$ cat src/rtl/regfile_sb.sv
// ---------------------------------------------------------------------------
// regfile_sb
// Two-read / one-write register file for the 5-stage MIPS pipe with a
// built-in write scoreboard. Decode registers a destination at issue and
// writeback retires it. A per-register counter tracks the in-flight writes.
// Decode is stalled while one of its sources still waits on a write, or while
// its destination counter has no room for another in-flight write.
// Register 0 reads as zero. Writes to register 0 are discarded, and
// register 0 is never tracked.
// ---------------------------------------------------------------------------
module regfile_sb #(
  parameter int ADDR_W = 5,
  parameter int DATA_W = 32,
  parameter int PEND_W = 2
) (
  input  logic              i_clk,
  input  logic              i_rst,
  input  logic              i_rd_en1,
  input  logic [ADDR_W-1:0] i_rd_addr1,
  output logic [DATA_W-1:0] o_rd_data1,
  input  logic              i_rd_en2,
  input  logic [ADDR_W-1:0] i_rd_addr2,
  output logic [DATA_W-1:0] o_rd_data2,
  input  logic              i_issue_en,
  input  logic [ADDR_W-1:0] i_issue_addr,
  input  logic              i_wb_en,
  input  logic [ADDR_W-1:0] i_wb_addr,
  input  logic [DATA_W-1:0] i_wb_data,
  output logic              o_stall,
  output logic              o_err_underflow
);

  localparam int NREG = 2 ** ADDR_W;
  localparam logic [PEND_W-1:0] PEND_MAX  = {PEND_W{1'b1}};
  localparam logic [PEND_W-1:0] PEND_ONE  = PEND_W'(1);
  localparam logic [PEND_W-1:0] PEND_ZERO = {PEND_W{1'b0}};
  localparam logic [ADDR_W-1:0] ADDR_ZERO = {ADDR_W{1'b0}};
  localparam logic [DATA_W-1:0] DATA_ZERO = {DATA_W{1'b0}};

  // Architectural state
  logic [DATA_W-1:0] r_regs [NREG];
  logic [PEND_W-1:0] r_pend [NREG];
  logic              r_err_underflow;

  // Combinational views of the state at the addressed registers
  logic [DATA_W-1:0] w_reg_rd1;
  logic [DATA_W-1:0] w_reg_rd2;
  logic [PEND_W-1:0] w_pend_rd1;
  logic [PEND_W-1:0] w_pend_rd2;
  logic [PEND_W-1:0] w_pend_iss;
  logic [PEND_W-1:0] w_pend_wb;

  // Hazards and scoreboard update controls
  logic              w_h1;
  logic              w_h2;
  logic              w_hf;
  logic              w_stall;
  logic [NREG-1:0]   w_inc;
  logic [NREG-1:0]   w_dec;
  logic              w_wb_live;
  logic              w_underflow;

  // Read-port value: a disabled port or register 0 returns zero.
  // A same-cycle writeback is forwarded ahead of the stored value.
  function automatic logic [DATA_W-1:0] f_read(
    input logic              en,
    input logic [ADDR_W-1:0] addr,
    input logic              wb_en,
    input logic [ADDR_W-1:0] wb_addr,
    input logic [DATA_W-1:0] wb_data,
    input logic [DATA_W-1:0] stored
  );
    logic [DATA_W-1:0] val;
    if (!en) begin
      val = DATA_ZERO;
    end else if (addr == ADDR_ZERO) begin
      val = DATA_ZERO;
    end else if (wb_en && (wb_addr == addr)) begin
      val = wb_data;
    end else begin
      val = stored;
    end
    return val;
  endfunction

  // Source hazard: the source still has a pending write. A writeback in the
  // same cycle clears the hazard only when it retires the last pending write.
  function automatic logic f_src_hazard(
    input logic              en,
    input logic [ADDR_W-1:0] addr,
    input logic [PEND_W-1:0] pend,
    input logic              wb_en,
    input logic [ADDR_W-1:0] wb_addr
  );
    logic last_retire;
    last_retire = wb_en && (wb_addr == addr) && (pend == PEND_ONE);
    return en && (addr != ADDR_ZERO) && (pend != PEND_ZERO) && !last_retire;
  endfunction

  // Full hazard: the destination counter is saturated. The hazard is lifted
  // when a retire to the same register frees a slot in the same cycle.
  function automatic logic f_full_hazard(
    input logic              en,
    input logic [ADDR_W-1:0] addr,
    input logic [PEND_W-1:0] pend,
    input logic              wb_en,
    input logic [ADDR_W-1:0] wb_addr
  );
    return en && (addr != ADDR_ZERO) && (pend == PEND_MAX) &&
           !(wb_en && (wb_addr == addr));
  endfunction

  assign w_reg_rd1  = r_regs[i_rd_addr1];
  assign w_reg_rd2  = r_regs[i_rd_addr2];
  assign w_pend_rd1 = r_pend[i_rd_addr1];
  assign w_pend_rd2 = r_pend[i_rd_addr2];
  assign w_pend_iss = r_pend[i_issue_addr];
  assign w_pend_wb  = r_pend[i_wb_addr];
  assign w_wb_live  = i_wb_en && (i_wb_addr != ADDR_ZERO);

  // Hazard detection for both sources and for the issuing destination
  always_comb begin
    w_h1    = f_src_hazard(i_rd_en1, i_rd_addr1, w_pend_rd1, i_wb_en, i_wb_addr);
    w_h2    = f_src_hazard(i_rd_en2, i_rd_addr2, w_pend_rd2, i_wb_en, i_wb_addr);
    w_hf    = f_full_hazard(i_issue_en, i_issue_addr, w_pend_iss, i_wb_en, i_wb_addr);
    w_stall = w_h1 | w_h2 | w_hf;
  end

  // Per-register increment/decrement requests. Register 0 is never tracked.
  always_comb begin
    w_inc = '0;
    w_dec = '0;
    for (int a = 1; a < NREG; a++) begin
      w_inc[a] = i_issue_en && !w_stall && (i_issue_addr == ADDR_W'(a));
      w_dec[a] = i_wb_en && (i_wb_addr == ADDR_W'(a)) && (r_pend[a] != PEND_ZERO);
    end
  end

  // Writeback with nothing outstanding, unless an issue to the same
  // register is accepted in the same cycle.
  always_comb begin
    if (w_wb_live && (w_pend_wb == PEND_ZERO) && !w_inc[i_wb_addr]) begin
      w_underflow = 1'b1;
    end else begin
      w_underflow = 1'b0;
    end
  end

  // Drive the outputs. Reads and stall are forced low while reset is held.
  always_comb begin
    o_rd_data1 = DATA_ZERO;
    o_rd_data2 = DATA_ZERO;
    o_stall    = 1'b0;
    if (i_rst) begin
      o_rd_data1 = DATA_ZERO;
      o_rd_data2 = DATA_ZERO;
      o_stall    = 1'b0;
    end else begin
      o_rd_data1 = f_read(i_rd_en1, i_rd_addr1, i_wb_en, i_wb_addr, i_wb_data, w_reg_rd1);
      o_rd_data2 = f_read(i_rd_en2, i_rd_addr2, i_wb_en, i_wb_addr, i_wb_data, w_reg_rd2);
      o_stall    = w_stall;
    end
  end

  assign o_err_underflow = r_err_underflow;

  // Register storage: the writeback port updates any register except r0
  always_ff @(posedge i_clk or posedge i_rst) begin
    if (i_rst) begin
      for (int a = 0; a < NREG; a++) begin
        r_regs[a] <= DATA_ZERO;
      end
    end else if (w_wb_live) begin
      r_regs[i_wb_addr] <= i_wb_data;
    end
  end

  // Pending-write counters. An increment and a decrement in the same cycle
  // cancel. Requests are gated so that a counter never wraps.
  always_ff @(posedge i_clk or posedge i_rst) begin
    if (i_rst) begin
      for (int a = 0; a < NREG; a++) begin
        r_pend[a] <= PEND_ZERO;
      end
    end else begin
      r_pend[0] <= PEND_ZERO;
      for (int a = 1; a < NREG; a++) begin
        case ({w_inc[a], w_dec[a]})
          2'b10:   r_pend[a] <= r_pend[a] + PEND_ONE;
          2'b01:   r_pend[a] <= r_pend[a] - PEND_ONE;
          default: r_pend[a] <= r_pend[a];
        endcase
      end
    end
  end

  // Sticky underflow flag; only reset clears it
  always_ff @(posedge i_clk or posedge i_rst) begin
    if (i_rst) begin
      r_err_underflow <= 1'b0;
    end else begin
      r_err_underflow <= r_err_underflow | w_underflow;
    end
  end

endmodule
$ cat config.mk
export PLATFORM = sky130hd
export DESIGN_NAME = regfile_sb
export DESIGN_NICKNAME = d
export VERILOG_FILES = /design/src/rtl/regfile_sb.sv
export SDC_FILE = /design/constraint.sdc
export NUM_CORES = 2
export LEC_CHECK = 0
export BUFFER_PORTS_ARGS = -buffer_cell sky130_fd_sc_hd__buf_2
export CAP_MARGIN = 20
export CORE_ASPECT_RATIO = 1.5
export CORE_MARGIN = 1.5
export CORE_UTILIZATION = 47
export CTS_CLUSTER_SIZE = 20
export DETAILED_ROUTE_END_ITERATION = 8
export HOLD_SLACK_MARGIN = 0.08
export PLACE_DENSITY_LB_ADDON = 0.08
export SYNTH_ARGS = -nofsm -noshare
export SYNTH_HDL_FRONTEND = slang
export SYNTH_SLANG_ARGS = --single-unit
$ cat constraint.sdc
create_clock -name i_clk -period 37.4 [get_ports i_clk]
set_clock_uncertainty 0.15 [all_clocks]
set_input_delay 5.61 -clock i_clk [delete_from_list [all_inputs] [get_ports i_clk]]
set_output_delay 5.61 -clock i_clk [all_outputs]
set_load 0.02 [all_outputs]
==> results.cfg <==
[synth]
yosysMostFrequentCell = dfrtp_1
synthCells = 3870
synth_area_leaders = dfrtp_1 45%, mux4_2 25%, mux2_2 19%, clkbuf_1 1.7%, mux2i_1 1.5%
yosys_warnings = 0
synthFlopType = dfrtp_1
synth_common_cells = 1087 x dfrtp_1, 1000 x mux2_2, 676 x mux4_2
yosysSeqAreaShare_pct = 45.31
synth_largest_area_cell = dfrtp_1
synthArstFlopShare_pct = 100.0
avgSynthCellArea_um2 = 15.51
synth_top_area_share_pct = 45.31
syn-cell-area_mm2 = 0.06003
synth-seq-cells = 1087
synth-edff-count = 0
synth_cell_types = 46
synth_fp_nets = 3959

[global_routing]
grt_start_max_net_pins = 174
grt_pass1_vias = 40020
grt-ovfl-total = 0
antenna_found_initial = 8
grt_use_total_pct = 30.44
grt_pass1_wl_mm = 283.4

[clock_network]
cts_root_buffer = clkbuf_16
clkLatencyLatePin_ns = 0.76
ctsResizeCount = 0
cts_tree = built
h-tree-depth = 3
numCtsBuffers = 112
hold_buffers = 0
cts_sinks = 1087
cts_max_path_buffers = 3
clk_pin_slew_ns = 0.06
post_cts.repair.setup_buffers = 0

[worst_setup_path]
reg2reg_setup_slack_ns = 33.53
crit_path_top_delay_cell = buf_4
critical_path_class = in -> out
ff2ff_path_depth = 11
crit_path_end_kind = output port
cp.required_ns = 31.64
worstPathMaxFanout = 67
worstPathArrival_ns = 10.40
start_kind = primary input
r2r_end = r_pend[31]
worst_path_most_repeated_cell = buf_4
slowest_delay_ns = 0.86
timing.rr.start = r_pend[17]
crit_chain = buf_8 > buf_4 > buf_4 > buf_4 > mux4_2 > mux4_2 > mux2i_1 > a211oi_1 > buf_2

[floorplan]
initial_core_util_pct = 47.37
die_area_mm2 = 0.1299
die_y_um = 440.7
io-pin-count = 124
rows = 160
dieWidth_um = 294.8
core_area_mm2 = 0.1267

[run]
cap_violations = 0

[timing]
max_clock_freq_mhz = 61.88
fin_crit_sh_pct = 43.21
min_period_ns = 16.16
setup_viol = 0
setup_tns_ns = 0
slew_headroom_pct = 17.14
grt_setup_unrepaired = false
tightest_slew_ns = 1.243
drv_slew = 0
hold_violations = 0

[hold_path]
worst_hold_path.endpoint = r_regs[993]
whs_path_depth = 0
hold_class = reg -> reg
min_from = r_regs[993]

[place]
place_area_mm2 = 0.06187
dpl.hpwl_mm = 102.6
gp_congestion = 0.8632
numPortBuffers = 123

[power]
powerDensity_mw_per_mm2 = 55.21
finalPower_mw = 3.640
ir_drop_uv = 41.62
leakage_nw = 28.04

[finish]
area_growth_pct = 9.829
fill_cells = 10300
final_area_mm2 = 0.06593
final_nets = 3822
layout-drive-gt1-share_pct = 54.95

[route]
drt-initial-drc-count = 3105
drc = 0
drt_pass1_iterations = 8
wl_per_cell_um = 34.94
vias = 37000
finalWirelength_mm = 193.2
routed_via_density = 6.689
ant_nets = 0

[outcome]
outcome = finished clean
## flip-flops by register name, indices dropped and copies added (netlist names)
| register | cells |
|---|---|
| r_pend | 62 |
| r_regs | 1024 |
| o_err_underflow | 1 |
## metal layers
layer | part of all wire, % | track usage, %
met1 | 41 | 40.40
met2 | 49 | 49.18
met3 | 5.9 | 5.224
met4 | 4.9 | 13.78
met5 | 0.027 | 0
## critical path, delay by kind of cell
family	cells	cell delay, ns
compound gates	1	0.13
buf+inv	5	3.11
mux	3	1.37
## power breakdown
group          switching (mW)  total (mW)  internal [mW]  leakage [nW]
combinational           0.308       0.800          0.491          12.2
sequential              0.212        1.63           1.41          13.9
clock                   0.503        1.21          0.711          1.92
## area by class of cell
cell class,count,area [µm²],area share (%)
clock inverters,56,737.0,1.118
well taps,1701,2128,3.228
flip-flops and latches,1087,27200,41.25
repair buffers,197,1381,2.095
inverters,4,20.02,0.03036
clock buffers,154,3213,4.873
diodes,1,2.502,0.003795
multi-input cells,2331,31250,47.40
## cell families (layout without fill, tap and decap cells)
logic type               count (synthesis)  in the layout  synth area share, %
buffers and inverters                  452            411                3.051
XOR/XNOR                               108            108                1.576
adder cells (fa/ha/maj)                 31             31               0.6461
AND/OR/NAND/NOR                        306            306                2.361
multiplexers                          1767           1767                45.63
other                                    0              1                    0
AO/OA/AOI/OAI                          119            119                1.421
flip-flops                            1087           1087                45.31
## placed cells by master (no fill, tap or decap), types with 8 or more instances in the layout
cell type,n
a211oi_1,72
nor2_1,143
nand2_4,15
ha_1,31
nor3_1,16
clkbuf_8,21
nor2b_1,11
clkbuf_1,19
nor2_4,12
buf_2,114
nand4_1,27
xnor2_1,65
bufinv_16,16
mux4_2,676
clkinv_2,24
nand3_1,15
o21ai_0,8
mux2_2,1000
nand2_1,25
dfrtp_1,1087
xor2_1,43
buf_4,68
clkinvlp_4,13
mux2i_1,91
a21oi_1,13
clkbuf_16,114
## metrics by stage
step / util, % / std cells / hold WS (ns) / setup WS, ns
global placement: 48.80 / 5314 / 0.2272 / 20.99
floorplan: - / 3870 / 0.2913 / 7.017
CTS: 51.94 / 5526 / 0.2466 / 20.99
global route: 52.03 / 5531 / 0.2563 / 20.75
detailed placement: 48.83 / 5316 / 0.2336 / 21.01
finish: 52.03 / 5531 / 0.2433 / 21.24
## worst max path at each step
stage / from / to / slack, ns
6_report: i_rd_addr1[0] / o_rd_data1[28] / 21.24
2_1_floorplan: i_rst / o_rd_data2[0] / 7.02
3_3_place_gp: i_rd_addr1[0] / o_rd_data1[28] / 20.99
5_1_grt: i_rd_addr1[0] / o_rd_data1[28] / 20.75
3_5_place_dp: i_rd_addr1[0] / o_rd_data1[28] / 21.01
4_1_cts: i_rd_addr1[0] / o_rd_data1[28] / 20.99
Note: power is estimated with default switching activity, not from simulation.
